`src/rtl/matrix_hex_scroller_if.sv`:
```
// Bundle of control, data and display signals between the coprocessor and matrix_hex_scroller.
// The master modport drives the controls and data; the slave modport is the scroller itself.
interface matrix_hex_scroller_if #(
    parameter int unsigned N      = 3,
    parameter int unsigned EW     = 19,
    parameter int unsigned DW     = 25,
    parameter int unsigned DIGITS = 6
);
    localparam int unsigned IDX_W = (N * N > 1) ? $clog2(N * N) : 1;

    logic                  load;
    logic                  next;
    logic                  clear;
    logic                  auto_en;
    logic                  sel_det;
    logic [N*N*EW-1:0]     matriz;
    logic [DW-1:0]         det;
    logic [DIGITS*7-1:0]   hex_seg;
    logic [IDX_W-1:0]      elem_idx;
    logic                  valid;

    modport master (
        output load, next, clear, auto_en, sel_det, matriz, det,
        input  hex_seg, elem_idx, valid
    );

    modport slave (
        input  load, next, clear, auto_en, sel_det, matriz, det,
        output hex_seg, elem_idx, valid
    );
endinterface

```
`src/rtl/matrix_hex_scroller.sv`:
```
// Snapshots a result matrix or determinant and scrolls it onto a seven-segment HEX bank.
// Define SIGNED_DISP_EN for sign-magnitude display (minus sign on the top digit).
module matrix_hex_scroller #(
    parameter int unsigned N      = 3,
    parameter int unsigned EW     = 19,
    parameter int unsigned DW     = 25,
    parameter int unsigned DIGITS = 6,
    parameter int unsigned TICKS  = 25000000
) (
    input  logic                 CLOCK_50,
    input  logic                 reset,
    matrix_hex_scroller_if.slave bus
);
    localparam int unsigned NN     = N * N;
    localparam int unsigned IDX_W  = (NN > 1) ? $clog2(NN) : 1;
    localparam int unsigned DISP_W = DIGITS * 4;
    localparam int unsigned TW     = (TICKS > 1) ? $clog2(TICKS) : 1;

    typedef enum logic [1:0] {
        StIdle   = 2'd0,
        StScroll = 2'd1,
        StDet    = 2'd2
    } state_e;

    state_e              r_state;
    state_e              w_state_d;
    logic [IDX_W-1:0]    r_elem_idx;
    logic [IDX_W-1:0]    w_idx_d;
    logic [TW-1:0]       r_timer;
    logic [TW-1:0]       w_timer_d;
    logic [NN*EW-1:0]    r_mat;
    logic [DW-1:0]       r_det;
    logic [DIGITS*7-1:0] r_hex_seg;
    logic                r_valid;

    logic                w_expire;
    logic                w_adv;
    logic [EW-1:0]       w_elems [NN];
    logic [EW-1:0]       w_elem;
    logic [DISP_W-1:0]   w_elem_ext;
    logic [DISP_W-1:0]   w_det_ext;
    logic [DISP_W-1:0]   w_disp;
    logic [DIGITS*7-1:0] w_seg;

    function automatic logic [6:0] seg7(input logic [3:0] nib);
        logic [6:0] s;
        unique case (nib)
            4'h0: s = 7'b1000000;
            4'h1: s = 7'b1111001;
            4'h2: s = 7'b0100100;
            4'h3: s = 7'b0110000;
            4'h4: s = 7'b0011001;
            4'h5: s = 7'b0010010;
            4'h6: s = 7'b0000010;
            4'h7: s = 7'b1111000;
            4'h8: s = 7'b0000000;
            4'h9: s = 7'b0010000;
            4'hA: s = 7'b0001000;
            4'hB: s = 7'b0000011;
            4'hC: s = 7'b1000110;
            4'hD: s = 7'b0100001;
            4'hE: s = 7'b0000110;
            default: s = 7'b0001110;
        endcase
        return s;
    endfunction

    // FSM: state register
    always_ff @(posedge CLOCK_50) begin
        if (reset) begin
            r_state <= StIdle;
        end else begin
            r_state <= w_state_d;
        end
    end

    // FSM: next state, with load taking priority over clear
    always_comb begin
        w_state_d = r_state;
        if (bus.load) begin
            w_state_d = bus.sel_det ? StDet : StScroll;
        end else if (bus.clear) begin
            w_state_d = StIdle;
        end
    end

    assign w_expire = bus.auto_en && (r_timer == TW'(TICKS - 1));
    // A next pulse coinciding with timer expiry still yields a single step.
    assign w_adv    = (r_state == StScroll) && (bus.next || w_expire);

    always_comb begin
        w_idx_d   = r_elem_idx;
        w_timer_d = r_timer;
        if (bus.load) begin
            w_idx_d   = '0;
            w_timer_d = '0;
        end else if (bus.clear) begin
            w_timer_d = '0;
        end else begin
            if (w_adv) begin
                w_idx_d = (r_elem_idx == IDX_W'(NN - 1)) ? '0 : r_elem_idx + 1'b1;
            end
            if (w_adv || !bus.auto_en || (r_state != StScroll)) begin
                w_timer_d = '0;
            end else begin
                w_timer_d = r_timer + 1'b1;
            end
        end
    end

    // Element 0 sits in the MSBs of the flattened snapshot.
    for (genvar g = 0; g < NN; g++) begin : g_unpack
        assign w_elems[g] = r_mat[(NN-1-g)*EW +: EW];
    end

    assign w_elem = w_elems[r_elem_idx];

    if (EW >= DISP_W) begin : g_elem_trunc
        logic w_unused_elem;
        assign w_elem_ext    = w_elem[DISP_W-1:0];
        assign w_unused_elem = ^w_elem;
    end else begin : g_elem_sext
        assign w_elem_ext = {{(DISP_W-EW){w_elem[EW-1]}}, w_elem};
    end

    if (DW >= DISP_W) begin : g_det_trunc
        logic w_unused_det;
        assign w_det_ext    = r_det[DISP_W-1:0];
        assign w_unused_det = ^r_det;
    end else begin : g_det_sext
        assign w_det_ext = {{(DISP_W-DW){r_det[DW-1]}}, r_det};
    end

    assign w_disp = (r_state == StDet) ? w_det_ext : w_elem_ext;

`ifdef SIGNED_DISP_EN
    localparam int unsigned MAG_W = (DIGITS - 1) * 4;

    logic             w_neg;
    logic [MAG_W-1:0] w_mag;
    logic             w_unused_mid;

    // Low bits of the negation depend only on low bits, so negate the truncated field.
    assign w_neg        = w_disp[DISP_W-1];
    assign w_mag        = w_neg ? (~w_disp[MAG_W-1:0] + 1'b1) : w_disp[MAG_W-1:0];
    assign w_unused_mid = ^w_disp;

    always_comb begin
        w_seg = '1;
        for (int k = 0; k < DIGITS - 1; k++) begin
            w_seg[7*k +: 7] = seg7(w_mag[4*k +: 4]);
        end
        w_seg[7*(DIGITS-1) +: 7] = w_neg ? 7'b0111111 : 7'b1111111;
    end
`else
    always_comb begin
        w_seg = '1;
        for (int k = 0; k < DIGITS; k++) begin
            w_seg[7*k +: 7] = seg7(w_disp[4*k +: 4]);
        end
    end
`endif

    // Display lags the state/index by one cycle; valid is registered alongside it.
    always_ff @(posedge CLOCK_50) begin
        if (reset) begin
            r_elem_idx <= '0;
            r_timer    <= '0;
            r_mat      <= '0;
            r_det      <= '0;
            r_hex_seg  <= '1;
            r_valid    <= 1'b0;
        end else begin
            r_elem_idx <= w_idx_d;
            r_timer    <= w_timer_d;
            if (bus.load) begin
                r_mat <= bus.matriz;
                r_det <= bus.det;
            end
            r_hex_seg <= (r_state == StIdle) ? '1 : w_seg;
            r_valid   <= (r_state != StIdle);
        end
    end

    assign bus.hex_seg  = r_hex_seg;
    assign bus.elem_idx = r_elem_idx;
    assign bus.valid    = r_valid;
endmodule

```
`src/flat_wrapper.sv`:
```
// flat-port wrapper written by rule: the top's interface ports become plain ports
module matrix_hex_scroller_flat 
#(
    parameter int unsigned N      = 3,
    parameter int unsigned EW     = 19,
    parameter int unsigned DW     = 25,
    parameter int unsigned DIGITS = 6,
    parameter int unsigned TICKS  = 25000000
)
  (CLOCK_50, reset, bus_load, bus_next, bus_clear, bus_auto_en, bus_sel_det, bus_matriz, bus_det, bus_hex_seg, bus_elem_idx, bus_valid);
  matrix_hex_scroller_if #(.N(N), .EW(EW), .DW(DW), .DIGITS(DIGITS)) bus_i ();
  input  logic CLOCK_50;
  input  logic reset;
  input wire logic [$bits(bus_i.load)-1:0] bus_load;
  input wire logic [$bits(bus_i.next)-1:0] bus_next;
  input wire logic [$bits(bus_i.clear)-1:0] bus_clear;
  input wire logic [$bits(bus_i.auto_en)-1:0] bus_auto_en;
  input wire logic [$bits(bus_i.sel_det)-1:0] bus_sel_det;
  input wire logic [$bits(bus_i.matriz)-1:0] bus_matriz;
  input wire logic [$bits(bus_i.det)-1:0] bus_det;
  output wire logic [$bits(bus_i.hex_seg)-1:0] bus_hex_seg;
  output wire logic [$bits(bus_i.elem_idx)-1:0] bus_elem_idx;
  output wire logic [$bits(bus_i.valid)-1:0] bus_valid;
  assign bus_i.load = bus_load;
  assign bus_i.next = bus_next;
  assign bus_i.clear = bus_clear;
  assign bus_i.auto_en = bus_auto_en;
  assign bus_i.sel_det = bus_sel_det;
  assign bus_i.matriz = bus_matriz;
  assign bus_i.det = bus_det;
  assign bus_hex_seg = bus_i.hex_seg;
  assign bus_elem_idx = bus_i.elem_idx;
  assign bus_valid = bus_i.valid;
  matrix_hex_scroller #(.N(N), .EW(EW), .DW(DW), .DIGITS(DIGITS), .TICKS(TICKS)) u_core (.CLOCK_50(CLOCK_50), .reset(reset), .bus(bus_i));
endmodule
```
`config.mk`:
```
export PLATFORM = sky130hd
export DESIGN_NAME = matrix_hex_scroller_flat
export DESIGN_NICKNAME = d
export VERILOG_FILES = /design/src/rtl/matrix_hex_scroller_if.sv /design/src/rtl/matrix_hex_scroller.sv /design/src/flat_wrapper.sv
export SDC_FILE = /design/constraint.sdc
export NUM_CORES = 1
export LEC_CHECK = 0
export CAP_MARGIN = 20
export CORE_MARGIN = 2
export CORE_UTILIZATION = 55
export DETAILED_ROUTE_END_ITERATION = 12
export GPL_TIMING_DRIVEN = 0
export PLACE_DENSITY = 0.84
export SLEW_MARGIN = 0
export SYNTH_ARGS = -nofsm -noshare
export SYNTH_HDL_FRONTEND = slang
export SYNTH_SLANG_ARGS = --single-unit
```
`constraint.sdc`:
```
create_clock -name CLOCK_50 -period 4.2 [get_ports CLOCK_50]
set_clock_uncertainty 0.05 [all_clocks]
set_input_delay 0.42 -clock CLOCK_50 [delete_from_list [all_inputs] [get_ports CLOCK_50]]
set_output_delay 0.42 -clock CLOCK_50 [all_outputs]
set_load 0.02 [all_outputs]
```
==> impl_metrics.tcl <==
set metrics [dict create \
    gr-total-overflow 0 \
    arrival_ps 3930 \
    hold_viol_final 0 \
    yosysMostFrequentCell "mux2i_1" \
    synth_nets 1523 \
    wire_per_inst_um 20.0 \
    hold_buffers 0 \
    grt_pass1_wl_um 57200 \
    drv_slew 0 \
    clk_pin_slew_worst_paths_ps 60 \
    port_buffers 248 \
    cp-start-kind "flop" \
    fmax_mhz 282 \
    grt_pass1_vias 10500 \
    fillCellCount 1660 \
    dr.pass1.iters 5 \
    grt_max_degree 14 \
    syn-cell-area_um2 12600 \
    setup_violations 0 \
    fin_util 0.727 \
    crit_required_ps 4580 \
    r2r_start "u_core.bus.elem_idx[0]" \
    worstRegToRegCells 15 \
    synth_top_cell_by_area "dfxtp_1" \
    dp_hpwl_um 28200 \
    h-tree-depth 1 \
    insertion_delay_ps 550 \
    grt_use_total 0.300 \
    numCtsBuffers 28 \
    post-cts-setup-buffers 0 \
    top_layer "met4" \
    die_y_um 156 \
    worstMarginPinSlew_ps 932 \
    whs_endpoint "u_core.r_timer[0]" \
    synth_cells 1283 \
    ys_top_cells_by_count "mux2i_1, dfxtp_1, nor2_1" \
    cp-startpoint "u_core.bus.elem_idx[0]" \
    ys_seq_area_frac 0.426 \
    dieArea_um2 24200 \
    leakage_nw 6.76 \
    clockBufferDepth 3 \
    floorplan.die.width_um 156 \
    synth.avg_cell_area_um2 9.85 \
    relSlewSlack 0.379 \
    crit_type "reg2reg" \
    routed_wl_um 37400 \
    core_area_um2 22600 \
    cts_sinks 269 \
    final_nets 1801 \
    wl_met2_um 17400 \
    wl_met3_um 3040 \
    final.min_clock_period_ps 3550 \
    cap_violations 0 \
    start_util 0.560 \
    cellPowerDensity_nw_per_um2 373 \
    rsz0062_at_grt "no" \
    reg2reg_setup_slack_ps 650 \
    multi_input_area_um2 6630 \
    drive_gt1_frac 0.0735 \
    synth_edf_count 0 \
    drc 0 \
    synth.top_cell.area_share 0.426 \
    antenna_found_initial 5 \
    timing.rr.end "u_core.bus.hex_seg[28]" \
    synth.lib_cells_used.distinct 77 \
    cts-root-buf "clkbuf_16" \
    syn2layout_area_growth_pct 29.8 \
    crit_fanout 10 \
    cts_tree "yes" \
    async_reset_ff_frac 0 \
    avgViaCountPerCell 5.82 \
    synthFlopType "dfxtp_1" \
    ir_drop_uv 279 \
    synth_area_leaders "dfxtp_1, mux2i_1, nor2_1" \
    ctsResizeCount 0 \
    wl_met1_um 15700 \
    yosys_warnings 0 \
    rows 55 \
    final.setup.tns_ps 0 \
    hp-class "reg2reg" \
    status "complete, no violations" \
    worstHoldStart "u_core.r_timer[0]" \
    gp_congestion 0.923 \
    vias 10900 \
    yosys_register_bits 269 \
    drt-initial-drc-count 739 \
    period_share 0.845 \
    register_area_um2 5390 \
    detail-route-antenna-nets 0 \
    endpoint_kind "flop" \
    hold_path_depth 1 \
    boundaryPins 250 \
]
-- registers in the layout (all words and copies together), names as in the netlist --
signal and count:
u_core.bus.valid 1, u_core.r_timer 25, u_core.r_state 2, u_core.r_det 24, u_core.bus.hex_seg 42, u_core.bus.elem_idx 4, u_core.r_mat 171
-- power by group --
| group | total (mW) | internal [mW] | switching [mW] |
|---|---|---|---|
| Sequential | 2.76 | 2.69 | 0.0740 |
| Combinational | 0.873 | 0.440 | 0.433 |
| Clock | 2.48 | 1.46 | 1.01 |
| Total | 6.11 | 4.59 | 1.52 |
-- logic make-up after synthesis --
family / share of synthesized area
XOR/XNOR: 0.0152
multiplexers: 0.233
buffers and inverters: 0.0497
AO/OA/AOI/OAI: 0.103
adder cells (fa/ha/maj): 0.0366
AND/OR/NAND/NOR: 0.136
flip-flops: 0.426
-- how the worst max path moves through the flow --
stage,end,slack [ps]
floorplan,u_core.bus.hex_seg[28],1250
global placement,u_core.bus.hex_seg[28],810
detailed placement,u_core.bus.hex_seg[28],740
CTS,u_core.bus.hex_seg[28],720
global route,u_core.bus.hex_seg[33],420
finish,u_core.bus.hex_seg[28],650
-- worst max-delay path, stage by stage, from the launching register on --
cell and delay (ps):
dfxtp_1 370, buf_6 170, buf_12 160, buf_12 160
buf_12 150, buf_6 180, mux2i_1 140, o211ai_1 110
nand3_1 130, o21ai_1 490, inv_1 200, ha_1 350
nor2b_1 180, a311oi_1 250, a21oi_1 70, a211o_1 250
-- layer usage --
metal / vias up / track usage
li1: 5090 / -
met1: 5197 / 0.391
met2: 506 / 0.498
met3: 86 / 0.0564
met4: 0 / 0.113
met5: - / 0
-- layout make-up --
class,instances,share of cell area
Inverter,22,0.00503
Timing Repair Buffer,248,0.151
Multi-Input combinational cell,903,0.404
Buffer,89,0.0333
Clock buffer,41,0.0500
Antenna cell,5,0.000763
Sequential cell,269,0.328
Clock inverter,7,0.00549
Tap cell,285,0.0217
-- placed cells by master (no fill, tap or decap), types with 4 or more instances in the layout --
cell type	count
mux2i_1	284
dfxtp_1	269
clkdlybuf4s50_1	248
nor2_1	245
clkbuf_1	46
nand2_1	44
a22oi_1	37
ha_1	37
nand3_1	30
clkbuf_16	29
o21ai_0	25
a21oi_1	23
inv_1	20
xor2_1	15
buf_6	15
buf_2	13
buf_1	12
and3_1	12
a31oi_1	11
a22o_1	10
and2_1	9
o221ai_1	9
xnor2_1	7
nand4_1	6
buf_4	6
diode_2	5
o21ai_1	5
a22oi_2	5
clkbuf_8	5
nor3_1	4
a211oi_1	4
nor2b_1	4
a221o_1	4
-- per-stage QoR --
stage | cells | hold WS, ps | cell area, um2 | setup slack, ps | power, mW
after CTS | 1864 | 433 | 16400 | 719 | 6.11
after global placement | 1816 | 409 | 15500 | 807 | 3.65
final | 1869 | 436 | 16400 | 650 | 6.11
after global routing | 1867 | 452 | 16400 | 424 | 6.30
after floorplan | 1283 | 392 | 12600 | 1250 | 3.27
after detailed placement | 1816 | 424 | 15500 | 740 | 3.67
Power figures use the tool's default switching activity.
